`src/rtl/mtp_pkg.sv`:
```
// mtp_pkg: shared state encoding, vector sizing and saturating increment for the mtp sweep controller
package mtp_pkg;
  typedef enum logic [1:0] {IDLE, RUN, DONE} state_t;
  localparam int NUM_VEC = 4;
  localparam int IDX_W = 2;
  function automatic logic [31:0] sat_inc(input logic [31:0] v, input int w);
    return (v == (32'(1) << w) - 32'd1) ? v : v + 32'd1;
  endfunction
endpackage

```
`src/rtl/mtp_settle_cnt.sv`:
```
// mtp_settle_cnt: counts settle cycles and ticks when the held vector is ready to sample
module mtp_settle_cnt #(
  parameter int SETTLE = 2
) (
  input  logic clk,
  input  logic rst,
  input  logic clear,
  input  logic enable,
  output logic tick
);
  logic [3:0] cnt;
  always_comb tick = enable && cnt == 4'(SETTLE);
  always_ff @(posedge clk)
    cnt <= (rst || clear || tick) ? '0 : enable ? cnt + 4'd1 : cnt;
endmodule

```
`src/rtl/mtp_sweep_ctrl.sv`:
```
// mtp_sweep_ctrl: walks a two-input unit through all vectors, builds its truth table and checks it
module mtp_sweep_ctrl
  import mtp_pkg::*;
#(
  parameter int SETTLE = 2,
  parameter logic [3:0] EXPECTED = 4'b0110,
  parameter int CNT_W = 8
) (
  input  logic             clk,
  input  logic             rst,
  input  logic             start,
  input  logic             abort,
  input  logic             mtpz,
  output logic             mtpx,
  output logic             mtpy,
  output logic             busy,
  output logic             done,
  output logic [3:0]       tt,
  output logic             match,
  output logic [CNT_W-1:0] run_cnt,
  output logic [CNT_W-1:0] err_cnt
);
  state_t state;
  logic [IDX_W-1:0] idx;
  logic [3:0] sh, sh_nxt;
  logic tick;
  always_comb begin
    sh_nxt = sh;
    sh_nxt[idx] = mtpz;
  end
  mtp_settle_cnt #(.SETTLE(SETTLE)) u_cnt (
    .clk(clk),
    .rst(rst),
    .clear(state != RUN || abort),
    .enable(state == RUN),
    .tick(tick)
  );
  // tt/match/counters update on the final sample edge so they are valid alongside done
  always_ff @(posedge clk) begin
    if (rst) begin
      state <= IDLE;
      idx <= '0;
      sh <= '0;
      {mtpx, mtpy} <= 2'b00;
      busy <= 1'b0;
      done <= 1'b0;
      tt <= '0;
      match <= 1'b0;
      run_cnt <= '0;
      err_cnt <= '0;
    end else begin
      case (state)
        IDLE: if (start) begin
          state <= RUN;
          idx <= '0;
          sh <= '0;
          {mtpx, mtpy} <= 2'b00;
          busy <= 1'b1;
        end
        RUN: if (abort) begin
          state <= IDLE;
          {mtpx, mtpy} <= 2'b00;
          busy <= 1'b0;
        end else if (tick) begin
          sh <= sh_nxt;
          if (idx == IDX_W'(NUM_VEC - 1)) begin
            state <= DONE;
            {mtpx, mtpy} <= 2'b00;
            busy <= 1'b0;
            done <= 1'b1;
            tt <= sh_nxt;
            match <= sh_nxt == EXPECTED;
            run_cnt <= CNT_W'(sat_inc(32'(run_cnt), CNT_W));
            if (sh_nxt != EXPECTED) err_cnt <= CNT_W'(sat_inc(32'(err_cnt), CNT_W));
          end else begin
            idx <= idx + 1'b1;
            {mtpx, mtpy} <= idx + 1'b1;
          end
        end
        DONE: begin
          state <= IDLE;
          done <= 1'b0;
        end
        default: state <= IDLE;
      endcase
    end
  end
endmodule

```
`config.mk`:
```
export PLATFORM = sky130hd
export DESIGN_NAME = mtp_sweep_ctrl
export DESIGN_NICKNAME = d
export VERILOG_FILES = /design/src/rtl/mtp_pkg.sv /design/src/rtl/mtp_settle_cnt.sv /design/src/rtl/mtp_sweep_ctrl.sv
export SDC_FILE = /design/constraint.sdc
export NUM_CORES = 1
export LEC_CHECK = 0
export ABC_AREA = 1
export ABC_CLOCK_PERIOD_IN_PS = 2400
export CAP_MARGIN = 30
export CORE_MARGIN = 3
export CORE_UTILIZATION = 40
export DETAILED_ROUTE_END_ITERATION = 16
export SLEW_MARGIN = 20
export SYNTH_ARGS = -nofsm -noshare
export SYNTH_HDL_FRONTEND = slang
export SYNTH_HIERARCHICAL = 1
export SYNTH_SLANG_ARGS = --single-unit
```
`constraint.sdc`:
```
create_clock -name clk -period 2.4 [get_ports clk]
set_input_delay 0.24 -clock clk [delete_from_list [all_inputs] [get_ports clk]]
set_output_delay 0.24 -clock clk [all_outputs]
set_load 0.05 [all_outputs]
```
# After elaboration in Yosys (flattened, before gate mapping)
# Index checks and enable logic that the tools add are counted.
# word_totals
reg_bits,37
input_bits,5
word_cells,89
# classes
n_addsub,4
order_cmp,2
eq_ne,16
muxes,35
bitwise_logic,3
reduce_logical,17
# ops
op,n
$add A8 B1 Y8 const B,2
$eq A8 B8 Y1 const B,2
$mux W2,8
$reduce_and A4 Y1,4
$mux W1,15
$mux W4,3
$ne A2 B2 Y1 const B,5
$reduce_and A5 Y1,2
$pmux W1 S2,4
$pmux W2 S2,2
$pmux W4 S2,1
$ne A3 B3 Y1 const B,2
$reduce_and A3 Y1,2
$reduce_and A6 Y1,1
$add A4 B1 Y4 const B,1
$bwmux W4,1
$eq A2 B2 Y1 const B,2
$eq A4 B2 Y1 const B,1
$eq A4 B3 Y1 const B,1
$ne A4 B3 Y1 const B,1
$reduce_bool A2 Y1,2
$logic_or A1 B1 Y1,3
$lt A2 B3 Y1 const B,1
$not A1 Y1,3
7 further kinds,8

# Depth between registers and ports, before layout
# logic_depth
ltp_word,8
mapped_depth,12

# Cells and area by module
# Netlist, hierarchy kept.
# by_module_without_submodules
module,n_inst,cells_per_inst,area_per_inst_um2,seq_area_each_um2
mtp_sweep_ctrl,1,253,1722.9,660.6
mtp_settle_cnt,1,32,215.2,80.1

# Least setup slack after synthesis
# Ideal clock, no wire load.
# synth_timing
kind,register to register
from,register run_cnt[0]
to,register run_cnt[2]
arrival_time_ns,1.598
t_required_ns,2.283
setup_slack_ns,0.685
path_stages_with_launch,9
path_buffers,0
period_less_slack_ns,1.715
cell_sequence,dfxtp_1 ha_1 nand2_1 nor2_1 nand4_1 nand2_4 inv_2 a21oi_1 nor2_1
# synth_between
elab_chain_cells,3
# synth_rtl
element,line_no,text
"start, declared",mtp_sweep_ctrl.sv:20,"output logic [CNT_W-1:0] run_cnt,"
"start signal, assigned",mtp_sweep_ctrl.sv:73,"run_cnt <= CNT_W'(sat_inc(32'(run_cnt), CNT_W));"
"parallel branches: the longest is 3 deep, another holds $add A8 B1 Y8",--,
# Several ways; the timed one is not identified.
# A chain may end at the register's enable or synchronous reset.

# Final worst setup path
# layout_timing
from,register u_cnt.cnt[0]
to,register mtpy
# layout_between
elab_chain_cells,4
# layout_rtl
element,line_no,text
"start, declared",mtp_settle_cnt.sv:11,logic [3:0] cnt;
"start signal, assigned",mtp_settle_cnt.sv:14,cnt <= (rst || clear || tick) ? '0 : enable ? cnt + 4'd1 : cnt;
$eq A4 B2 Y1,mtp_settle_cnt.sv:12,always_comb tick = enable && cnt == 4'(SETTLE);
$logic_and A1 B1 Y1,mtp_settle_cnt.sv:12,
net tick,mtp_sweep_ctrl.sv:26,logic tick;
$ne A3 B3 Y1 (no source line),--,
$reduce_and A3 Y1 (no source line),--,
"end signal, assigned",mtp_sweep_ctrl.sv:77,"{mtpx, mtpy} <= idx + 1'b1;"
"end, declared",mtp_sweep_ctrl.sv:15,"output logic mtpy,"
# The timed path passes the listed nets, and every way through them passes these cells.

==> flow_metrics.py <==
metrics = {
    "clock_network": {
        "postCtsHoldBufs": 0,
        "ctsResizeCount": 0,
        "postCtsSetupRepairBufs": 0,
        "cts_buffer_depth": 2,
        "cts_sinks": 37,
        "cts_tree": "done",
        "root_buffer": "clkbuf_8",
        "numCtsBuffers": 5,
        "clk_pin_slew_ns": 0.08,
        "cts_max_level": 2,
        "clk_latency_ns": 0.29,
    },
    "synth": {
        "synth_top_area_cell": "dfxtp_1",
        "synth_top_family_by_area": "simple AND/OR/NAND/NOR gates",
        "synthMuxAreaShare_pct": 0,
        "synth_top_area_share_pct": 38.2,
        "synthArstFlopShare_pct": 0,
        "synthTopCellsByCount": "nand2_1 (75), inv_1 (44), nor2_1 (41), dfxtp_1 (37), a21oi_1 (20)",
        "yosys.area_share.adder_pct": 5.16,
        "synth_edf_count": 0,
        "synth-seq-cells": 37,
        "synth_compound_area_share_pct": 9.36,
        "synthDistinctLibCells": 24,
        "netlist_instances": 285,
        "yosys-top-cells-area": "dfxtp_1 (38%), nand2_1 (15%), inv_1 (8.5%), nor2_1 (7.9%), a21oi_1 (5.2%)",
        "ys.flop_type": "dfxtp_1",
        "synth_nets": 298,
        "synth_simple_gate_area_share_pct": 33.5,
        "syn_area_per_cell_sq_um": 6.80,
        "ys_seq_area_share_pct": 38.2,
        "synth_warnings": 6,
        "synth_xor_xnor_area_share_pct": 2.71,
        "syn_area_sq_um": 1940,
        "yosysMostFrequentCell": "nand2_1",
    },
    "timing": {
        "timing.final.ws_setup_ns": 0.586,
        "max_slew_margin_pct": 62.6,
        "finalSetupViolations": 0,
        "grt_setup_unrepaired": "false",
        "tightest_slew_ns": 0.560,
        "fmax_mhz": 551,
        "final_hold_viol_count": 0,
        "tns_ns": 0,
        "finalCritPeriodShare_pct": 75.6,
        "clock_skew_ns": 0.00723,
        "post-route-min-period_ns": 1.81,
        "drv_slew": 0,
    },
    "floorplan": {
        "initial_core_util_pct": 43.0,
        "fp.dieW_um": 75.6,
        "dieArea_sq_um": 5720,
        "row_count": 24,
        "core_sq_um": 4500,
        "io_pins": 30,
        "die_y_um": 75.6,
    },
    "layout": {
        "multi_input_area_sq_um": 983,
        "diodes": 0,
        "num-nets-final": 330,
        "fillers": 471,
        "layout-drive-gt1-share_pct": 5.97,
        "area_growth_pct": 21.7,
        "seqCellArea_sq_um": 741,
    },
    "power": {
        "power_density_nw_per_um2": 513,
        "intPower_w": 0.000874,
        "clockPowerShare_pct": 36.7,
        "ir_worst_vdd_mv": 0.431,
        "swShare_pct": 27.8,
        "power_frac_comb_pct": 11.0,
        "leakage_nw": 1.02,
        "pwr-share-seq_pct": 52.3,
        "power_switching_w": 0.000337,
    },
    "worst_setup_path": {
        "cp.arrival_ns": 1.99,
        "cp.required_ns": 2.57,
        "r2r-end": "mtpy",
        "ff2ff_path_depth": 12,
        "startpoint": "u_cnt/cnt[0]",
        "rr_startpoint": "u_cnt/cnt[0]",
        "end_kind": "flip-flop",
        "worstSetupPathType": "flip-flop to flip-flop",
        "r2r_slack_ns": 0.59,
        "timing.critical_path.fanout_max": 5,
        "setup.worst_path.start_class": "flip-flop",
    },
    "global_routing": {
        "antenna_found_initial": 0,
        "grt_pass1_wl_um": 6750,
        "busiest_layer": "met2",
        "use_met2_pct": 23.4,
        "gr-total-overflow": 0,
        "grt_pass1_vias": 1572,
        "track_usage_pct": 15.2,
        "grt_util_met1_pct": 20.5,
        "grt_max_degree": 27,
        "grtUsageMet3_pct": 4.22,
    },
    "drt": {
        "post-route-drc-count": 0,
        "viasPerCell": 4.70,
        "drt_pass1_iterations": 4,
        "wl_um": 3900,
        "ant_nets": 0,
        "drtIter0Drc": 66,
        "vias": 1739,
        "wire_per_inst_um": 10.5,
    },
    "min_path": {
        "holdPathEnd": "mtpx",
        "min_path_cells": 2,
        "worstHoldPathType": "flip-flop to flip-flop",
        "min-delay-start": "mtpx",
    },
    "flow_run": {
        "maxCapViolCount": 0,
    },
    "placement": {
        "dp_slack_ns": 0.542,
        "place.gp.congestion": 0.801,
        "detailed_place_hpwl_um": 2790,
        "numPortBuffers": 29,
    },
    "status": {
        "outcome": "completed",
    },
}
## state kept, by name (all words and copies together) (netlist names), 2 cells and up
signal,count
err_cnt,8
run_cnt,8
idx,2
u_cnt/cnt,4
state,2
sh,4
tt,4
## layout by cell type (no fill, tap or decap), types with 6 or more instances in the layout
cell / Yosys / final
ha_1: 8 / 8
nand4_1: 11 / 11
dfxtp_1: 37 / 37
nand2_1: 75 / 75
o21ai_0: 10 / 10
inv_1: 44 / 44
nand3_1: 12 / 12
a21oi_1: 20 / 20
xor2_1: 6 / 6
nor2_1: 41 / 41
clkdlybuf4s50_1: 0 / 29
## routing by layer
| metal | vias up | part of all wire (%) | routed length [um] |
|---|---|---|---|
| met5 | - | 0 | 0 |
| met4 | 0 | 1.1 | 42 |
| met3 | 4 | 3.0 | 117 |
| met2 | 22 | 45 | 1750 |
| met1 | 758 | 51 | 2000 |
| li1 | 955 | - | - |
## power groups by stage
stage | Clock, W | Sequential [W] | Combinational (W)
floorplan | 0 | 0.000663 | 0.0000771
global placement | 0 | 0.000648 | 0.000133
detailed placement | 0 | 0.000648 | 0.000134
CTS | 0.000467 | 0.000633 | 0.000134
global route | 0.000489 | 0.000635 | 0.000151
finish | 0.000445 | 0.000633 | 0.000133
## cells by family after synthesis
kind of cell    Yosys count
xor+xnor                  6
flops                    37
fa+ha+maj                 8
simple gates            147
compound gates           35
buf+inv                  52
## critical path: stages, from the launching register on
cell and delay (ns):
dfxtp_1 0.38, inv_1 0.07, ha_1 0.19, nand4_1 0.10
inv_1 0.07, nand2_1 0.18, nand2_1 0.07, nand2_1 0.17
inv_1 0.13, nand2_1 0.12, inv_1 0.06, nand3_1 0.08
a21oi_1 0.06
## stage by stage
step,util (%),instances,total power (W),hold slack (ns),cell area (sq um)
floorplan,-,285,0.000740,0.414,1940
global placement,50.3,362,0.000781,0.442,2270
detailed placement,50.3,362,0.000782,0.448,2270
CTS,52.4,370,0.00123,0.466,2360
global route,52.4,370,0.00127,0.497,2360
finish,52.4,370,0.00121,0.457,2360
## layout make-up
class	instances	share of cell area [%]
multi-input combinational	196	41.7
sequential	37	31.4
timing repair buffer	31	12.9
inverter	46	7.32
clock buffer	5	2.92
tap	52	2.76
clock inverter	3	0.955
## worst max path at each step
stage | end | slack, ns | depth (start not counted)
after global placement | err_cnt[5] | 0.59 | 10
after floorplan | run_cnt[2] | 0.68 | 8
after CTS | idx[0] | 0.56 | 12
final | mtpy | 0.59 | 12
after global routing | idx[0] | 0.34 | 11
after detailed placement | err_cnt[0] | 0.54 | 10
Power figures use the tool's default switching activity.
